File: src/rtl/sat_core_bin_port.sv
// Sat-engine endpoint of the bin_manager load/update interface: holds one bin of
// clauses, var states and lvl states, and answers start_core with a sat/unsat verdict.
module sat_core_bin_port #(
  parameter int NUM_CLAUSES_A_BIN = 8,
  parameter int NUM_VARS_A_BIN    = 8,
  parameter int NUM_LVLS_A_BIN    = 8,
  parameter int WIDTH_LVL         = 16,
  parameter int WIDTH_BIN_ID      = 10,
  parameter int WIDTH_VAR_STATES  = 19,
  parameter int WIDTH_LVL_STATES  = 11,
  parameter int EVAL_LAT          = 4
) (
  input  logic                                         clk,
  input  logic                                         rst,
  input  logic                                         start_core_i,
  output logic                                         done_core_o,
  output logic                                         local_sat_o,
  output logic                                         local_unsat_o,
  input  logic [NUM_CLAUSES_A_BIN-1:0]                 wr_carray_i,
  input  logic [NUM_CLAUSES_A_BIN-1:0]                 rd_carray_i,
  input  logic [2*NUM_VARS_A_BIN-1:0]                  clause_i,
  output logic [2*NUM_VARS_A_BIN-1:0]                  clause_o,
  input  logic [NUM_VARS_A_BIN-1:0]                    wr_var_states_i,
  input  logic [WIDTH_VAR_STATES*NUM_VARS_A_BIN-1:0]   vars_states_i,
  output logic [WIDTH_VAR_STATES*NUM_VARS_A_BIN-1:0]   vars_states_o,
  input  logic [NUM_LVLS_A_BIN-1:0]                    wr_lvl_states_i,
  input  logic [WIDTH_LVL_STATES*NUM_LVLS_A_BIN-1:0]   lvl_states_i,
  output logic [WIDTH_LVL_STATES*NUM_LVLS_A_BIN-1:0]   lvl_states_o,
  input  logic                                         base_lvl_en_i,
  input  logic [WIDTH_LVL-1:0]                         base_lvl_i,
  output logic [WIDTH_LVL-1:0]                         cur_lvl_o
);

  localparam int CW    = 2 * NUM_VARS_A_BIN;
  localparam int VW    = WIDTH_VAR_STATES * NUM_VARS_A_BIN;
  localparam int LW    = WIDTH_LVL_STATES * NUM_LVLS_A_BIN;
  localparam int IDX_W = (NUM_CLAUSES_A_BIN > 1) ? $clog2(NUM_CLAUSES_A_BIN) : 1;
  localparam int CNT_W = (EVAL_LAT > 1) ? $clog2(EVAL_LAT) : 1;

  typedef enum logic [1:0] {
    IDLE = 2'd0,
    RUN  = 2'd1,
    DONE = 2'd2
  } state_t;

  state_t                 state_r, state_nxt_s;
  logic [CNT_W-1:0]       cnt_r, cnt_nxt_s;
  logic                   done_r, done_nxt_s;
  logic                   sat_r, sat_nxt_s;
  logic                   unsat_r, unsat_nxt_s;
  logic [CW-1:0]          clause_mem_r [NUM_CLAUSES_A_BIN];
  logic [CW-1:0]          clause_rd_r;
  logic [VW-1:0]          vars_r;
  logic [LW-1:0]          lvls_r;
  logic [WIDTH_LVL-1:0]   cur_lvl_r;
  logic [IDX_W-1:0]       rd_idx_s;
  logic                   wr_en_s;
  logic                   any_unsat_s;
  logic                   all_ok_s;

  // Only 10/01 are real literals; 11 is folded into "absent".
  function automatic logic lit_present(input logic [1:0] lit);
    return (lit == 2'b10) || (lit == 2'b01);
  endfunction

  // Row conflicts: non-empty and every present literal is contradicted by an assigned var.
  function automatic logic row_unsat(input logic [CW-1:0] clause, input logic [VW-1:0] vars);
    logic       any_present;
    logic       all_false;
    logic [1:0] lit;
    logic [1:0] val;
    any_present = 1'b0;
    all_false   = 1'b1;
    for (int v = 0; v < NUM_VARS_A_BIN; v++) begin
      lit = clause[2*v +: 2];
      val = vars[v*WIDTH_VAR_STATES + WIDTH_VAR_STATES - 2 +: 2];
      if (lit_present(lit)) begin
        any_present = 1'b1;
        if ((val == 2'b00) || (lit == val)) begin
          all_false = 1'b0;
        end else begin
          all_false = all_false;
        end
      end else begin
        any_present = any_present;
      end
    end
    return any_present && all_false;
  endfunction

  // Row is fine for sat: empty, or at least one literal matches its var value.
  function automatic logic row_ok(input logic [CW-1:0] clause, input logic [VW-1:0] vars);
    logic       any_present;
    logic       any_true;
    logic [1:0] lit;
    logic [1:0] val;
    any_present = 1'b0;
    any_true    = 1'b0;
    for (int v = 0; v < NUM_VARS_A_BIN; v++) begin
      lit = clause[2*v +: 2];
      val = vars[v*WIDTH_VAR_STATES + WIDTH_VAR_STATES - 2 +: 2];
      if (lit_present(lit)) begin
        any_present = 1'b1;
        any_true    = any_true || (lit == val);
      end else begin
        any_present = any_present;
      end
    end
    return !any_present || any_true;
  endfunction

  assign wr_en_s = (state_r == IDLE);

  // Bin-wide verdict over the current storage contents.
  always_comb begin
    any_unsat_s = 1'b0;
    all_ok_s    = 1'b1;
    for (int r = 0; r < NUM_CLAUSES_A_BIN; r++) begin
      any_unsat_s = any_unsat_s || row_unsat(clause_mem_r[r], vars_r);
      all_ok_s    = all_ok_s && row_ok(clause_mem_r[r], vars_r);
    end
  end

  // Lowest set read-select bit picks the row.
  always_comb begin
    rd_idx_s = '0;
    for (int i = NUM_CLAUSES_A_BIN - 1; i >= 0; i--) begin
      if (rd_carray_i[i]) begin
        rd_idx_s = IDX_W'(i);
      end else begin
        rd_idx_s = rd_idx_s;
      end
    end
  end

  // Clause storage and registered read port (read sees pre-write data).
  always_ff @(posedge clk or negedge rst) begin
    if (!rst) begin
      for (int i = 0; i < NUM_CLAUSES_A_BIN; i++) begin
        clause_mem_r[i] <= '0;
      end
      clause_rd_r <= '0;
    end else begin
      for (int i = 0; i < NUM_CLAUSES_A_BIN; i++) begin
        if (wr_en_s && wr_carray_i[i]) begin
          clause_mem_r[i] <= clause_i;
        end
      end
      if (|rd_carray_i) begin
        clause_rd_r <= clause_mem_r[rd_idx_s];
      end
    end
  end

  // Var/lvl state storage and current level.
  always_ff @(posedge clk or negedge rst) begin
    if (!rst) begin
      vars_r    <= '0;
      lvls_r    <= '0;
      cur_lvl_r <= '0;
    end else begin
      for (int v = 0; v < NUM_VARS_A_BIN; v++) begin
        if (wr_en_s && wr_var_states_i[v]) begin
          vars_r[v*WIDTH_VAR_STATES +: WIDTH_VAR_STATES] <=
            vars_states_i[v*WIDTH_VAR_STATES +: WIDTH_VAR_STATES];
        end
      end
      for (int l = 0; l < NUM_LVLS_A_BIN; l++) begin
        if (wr_en_s && wr_lvl_states_i[l]) begin
          lvls_r[l*WIDTH_LVL_STATES +: WIDTH_LVL_STATES] <=
            lvl_states_i[l*WIDTH_LVL_STATES +: WIDTH_LVL_STATES];
        end
      end
      if (base_lvl_en_i) begin
        cur_lvl_r <= base_lvl_i;
      end
    end
  end

  // FSM next state, countdown and verdict capture.
  always_comb begin
    state_nxt_s = state_r;
    cnt_nxt_s   = cnt_r;
    done_nxt_s  = 1'b0;
    sat_nxt_s   = sat_r;
    unsat_nxt_s = unsat_r;
    case (state_r)
      IDLE: begin
        if (start_core_i) begin
          state_nxt_s = RUN;
          cnt_nxt_s   = CNT_W'(EVAL_LAT - 1);
          sat_nxt_s   = 1'b0;
          unsat_nxt_s = 1'b0;
        end else begin
          state_nxt_s = IDLE;
        end
      end
      RUN: begin
        if (cnt_r == '0) begin
          state_nxt_s = DONE;
          done_nxt_s  = 1'b1;
          unsat_nxt_s = any_unsat_s;
          sat_nxt_s   = !any_unsat_s && all_ok_s;
        end else begin
          cnt_nxt_s = cnt_r - CNT_W'(1);
        end
      end
      DONE: begin
        state_nxt_s = IDLE;
      end
      default: begin
        state_nxt_s = IDLE;
      end
    endcase
  end

  // FSM and handshake output registers.
  always_ff @(posedge clk or negedge rst) begin
    if (!rst) begin
      state_r <= IDLE;
      cnt_r   <= '0;
      done_r  <= 1'b0;
      sat_r   <= 1'b0;
      unsat_r <= 1'b0;
    end else begin
      state_r <= state_nxt_s;
      cnt_r   <= cnt_nxt_s;
      done_r  <= done_nxt_s;
      sat_r   <= sat_nxt_s;
      unsat_r <= unsat_nxt_s;
    end
  end

  assign done_core_o   = done_r;
  assign local_sat_o   = sat_r;
  assign local_unsat_o = unsat_r;
  assign clause_o      = clause_rd_r;
  assign vars_states_o = vars_r;
  assign lvl_states_o  = lvls_r;
  assign cur_lvl_o     = cur_lvl_r;

endmodule

File: config.mk
export PLATFORM = sky130hd
export DESIGN_NAME = sat_core_bin_port
export DESIGN_NICKNAME = d
export VERILOG_FILES = /design/src/rtl/sat_core_bin_port.sv
export SDC_FILE = /design/constraint.sdc
export NUM_CORES = 1
export LEC_CHECK = 0
export ABC_AREA = 0
export BUFFER_PORTS_ARGS = -buffer_cell sky130_fd_sc_hd__buf_2
export CAP_MARGIN = 5
export CORE_AREA = 2 2 228 230
export DETAILED_ROUTE_END_ITERATION = 7
export DIE_AREA = 0 0 230 232
export PLACE_DENSITY = 0.69
export SLEW_MARGIN = 20
export SYNTH_ARGS = -nofsm -noshare
export SYNTH_HDL_FRONTEND = slang
export SYNTH_SLANG_ARGS = --single-unit
File: constraint.sdc
create_clock -name clk -period 3 [get_ports clk]
set_input_delay 0.15 -clock clk [delete_from_list [all_inputs] [get_ports clk]]
set_output_delay 0.15 -clock clk [all_outputs]
set_load 0.05 [all_outputs]
==> flow_summary_export.csv <==
group,metric,value,unit
global_routing,grt_pass1_vias,17060,
synth,synth-seq-cells,407,
cells_and_area,multi_input_area,8025,sq um
global_routing,grt_pass1_wl,104500,microns
clock_network,cts_tree,"yes",
run,maxCapViolCount,0,
clock_network,clkTransAtPathRegs,0.06,ns
clock_network,clock-sinks,407,
global_routing,top_usage_layer,"met2",
min_path,hold_path_class,"in -> reg",
clock_network,ctsLongestPathBuffers,3,
sta,post-route-min-period,2.548,ns
clock_network,cts_hold_buffers,274,
drt,first_pass_iters,6,
critical_path,critPathSlowestCell,"a2111oi_0",
synth,syn_avg_cell_area,13.01,sq um
synth,synth_edf_count,0,
sta,tightest_slew,0.8828,ns
sta,skew,0.03382,ns
synth,synth.distinct_cells,50,
sta,max_freq,392.5,MHz
drt,antenna_left,0,
outcome,status,"finished clean",
synth,syn_area,18690,sq um
critical_path,cp_common_cell,"nand4_1",
synth,synthArstFlopShare,100.0,%
floorplan,fp.dieW,230,microns
critical_path,crit_required,3.51,ns
critical_path,crit_path_start,"vars_states_o[18]",
floorplan,die_h,232,microns
cells_and_area,fillers,4318,
drt,vias,15780,
clock_network,post_cts_buffers,0,
sta,drv_slew,0,
clock_network,cts_resized,0,
critical_path,path_class,"reg -> reg",
critical_path,reg2reg_depth,7,
critical_path,r2r_slack,0.45,ns
clock_network,clk_latency,0.57,ns
power,powerDensity,1311,nW/um^2
synth,ys_warn_count,0,
synth,synthTopCellsByCount,"dfrtp_1 (407), mux2_2 (357), nand2_1 (51), xnor2_1 (51), nor2_1 (47)",
drt,drt_wl_total,69670,microns
critical_path,cp.arrival,3.06,ns
global_routing,grtUsageTotal,25.63,%
global_routing,antenna_found_initial,1,
cells_and_area,drive_gt1_share,46.19,%
critical_path,critPathMaxStageDelay,0.59,ns
synth,synthesis.instances,1437,
critical_path,rr_startpoint,"vars_states_o[18]",
floorplan,io_pins,583,
sta,slew_headroom,41.02,%
place,gp_congestion,1.015,
cells_and_area,finalNetCount,2614,
floorplan,row_count,83,
synth,synth_top_cell_area_share,54.49,%
global_routing,grt_max_degree,82,
sta,finalCritPeriodShare,84.93,%
global_routing,grtUsageMet1,31.09,%
cells_and_area,syn_to_final_growth,43.09,%
cells_and_area,fin_util,52.56,%
global_routing,grtUsageMet2,45.05,%
drt,drc,0,
drt,wl_per_cell,23.08,microns
cells_and_area,seq_area,10180,sq um
sta,rsz0062_at_grt,"no",
clock_network,htreeDepth,2,
floorplan,core,50890,sq um
clock_network,cts_root_buf,"clkbuf_16",
critical_path,path_cells,"nor2b_1 -> a2111oi_0 -> nand4_1 -> nor4_1 -> a31oi_1 -> nand4_1 -> a22o_1",
critical_path,endpoint_kind,"flop",
sta,hold_violations,0,
critical_path,cp_max_fo,14,
clock_network,numCtsBuffers,45,
power,leakage,12.04,nW
critical_path,crit_end,"local_unsat_o",
synth,synth_nets,1746,
synth,yosys-top-cells-area,"dfrtp_1 (54%), mux2_2 (22%), xnor2_1 (2.4%)",
critical_path,worstReg2RegEnd,"local_unsat_o",
synth,synth_flop_cell,"dfrtp_1",
drt,drt_iter0_markers,1014,
sta,final.setup.tns,0,ns
global_routing,grtUsageMet3,4.838,%
power,peakVddDrop,0.0009657,V
floorplan,die-area,53360,sq um
global_routing,grt-ovfl-total,0,
floorplan,initial_core_util,36.73,%
synth,yosysMostFrequentCell,"dfrtp_1",
place,place_hpwl,48790,microns
place,io_buffers,582,
synth,yosysTopAreaCell,"dfrtp_1",
drt,viasPerCell,5.230,
critical_path,cp-start-kind,"flop",
sta,finalSetupViolations,0,
synth,synth-seq-area-share,54.49,%
## area by class of cell
cell class,count,area share [%]
Inverter,45,0.6316
Timing Repair Buffer,894,22.44
Antenna cell,2,0.01871
Clock inverter,14,0.5988
Multi-Input combinational cell,912,30.01
Tap cell,680,3.181
Sequential cell,407,38.08
Clock buffer,64,5.043
## routing by layer
metal / vias up / share of wire [%]
met5: - / 0
met4: 0 / 3.9
met3: 152 / 6.0
met2: 624 / 51
met1: 8027 / 39
li1: 6980 / -
## cell usage in the layout, fill, tap and decap left out, types with 39 or more instances in the layout
cell / count
buf_2: 581
dfrtp_1: 407
mux2_2: 357
dlygate4sd3_1: 274
nand2_1: 51
xnor2_1: 51
nor2_1: 46
clkbuf_16: 46
inv_1: 44
nor2b_1: 39
## power breakdown
part	switching, mW	internal (mW)
clock network	2.27	3.37
logic	12.4	6.21
registers	2.66	8.21
## flip-flops by register name, summed over array words and instances, names as in the netlist, 2 cells and up
register	cells
vars_states_o	152
clause_mem_r	128
lvl_states_o	88
clause_o	16
cur_lvl_o	16
cnt_r	2
state_r	2
## worst min-delay path by stage
stage | start | to | slack [ns] | cells after the start
3_5_place_dp | rst | lvl_states_o[80] | 0.12 | 1
4_1_cts | wr_var_states_i[0] | vars_states_o[18] | 0.02 | 3
3_3_place_gp | rst | lvl_states_o[80] | 0.12 | 1
5_1_grt | wr_var_states_i[5] | vars_states_o[113] | 0.04 | 3
2_1_floorplan | rst | clause_mem_r[0] | -0.15 | 0
6_report | wr_var_states_i[5] | vars_states_o[113] | 0.04 | 3
## cells by family (layout without fill, tap and decap cells)
family                   after synthesis  in the layout  synth area share [%]
adder cells (fa/ha/maj)                1              1               0.06693
buffers and inverters                118           1017                 2.731
XOR/XNOR                              57             57                 2.671
AO/OA/AOI/OAI                        168            168                 6.172
flip-flops                           407            407                 54.49
other                                  0              2                     0
multiplexers                         396            396                 24.77
AND/OR/NAND/NOR                      290            290                 9.098
## per-stage QoR
stage	worst slack [ns]	hold slack (ns)	area, sq um	std cells	total power, mW
floorplan	0.8436	-0.1456	18690	1437	23.22
global placement	0.6775	0.1196	22490	2664	28.53
detailed placement	0.6004	0.1240	22490	2664	28.78
CTS	0.5762	0.01634	26740	3016	34.82
global route	0.3409	0.04239	26740	3017	36.56
finish	0.4521	0.04340	26740	3018	35.07
## critical path: cells and delay by family (launching register included)
| family | cells | cell delay [ns] |
|---|---|---|
| AO/OA/AOI/OAI | 3 | 0.83 |
| flip-flops | 1 | 0.56 |
| AND/OR/NAND/NOR | 4 | 1.11 |
(Power assumes the default switching activity.)
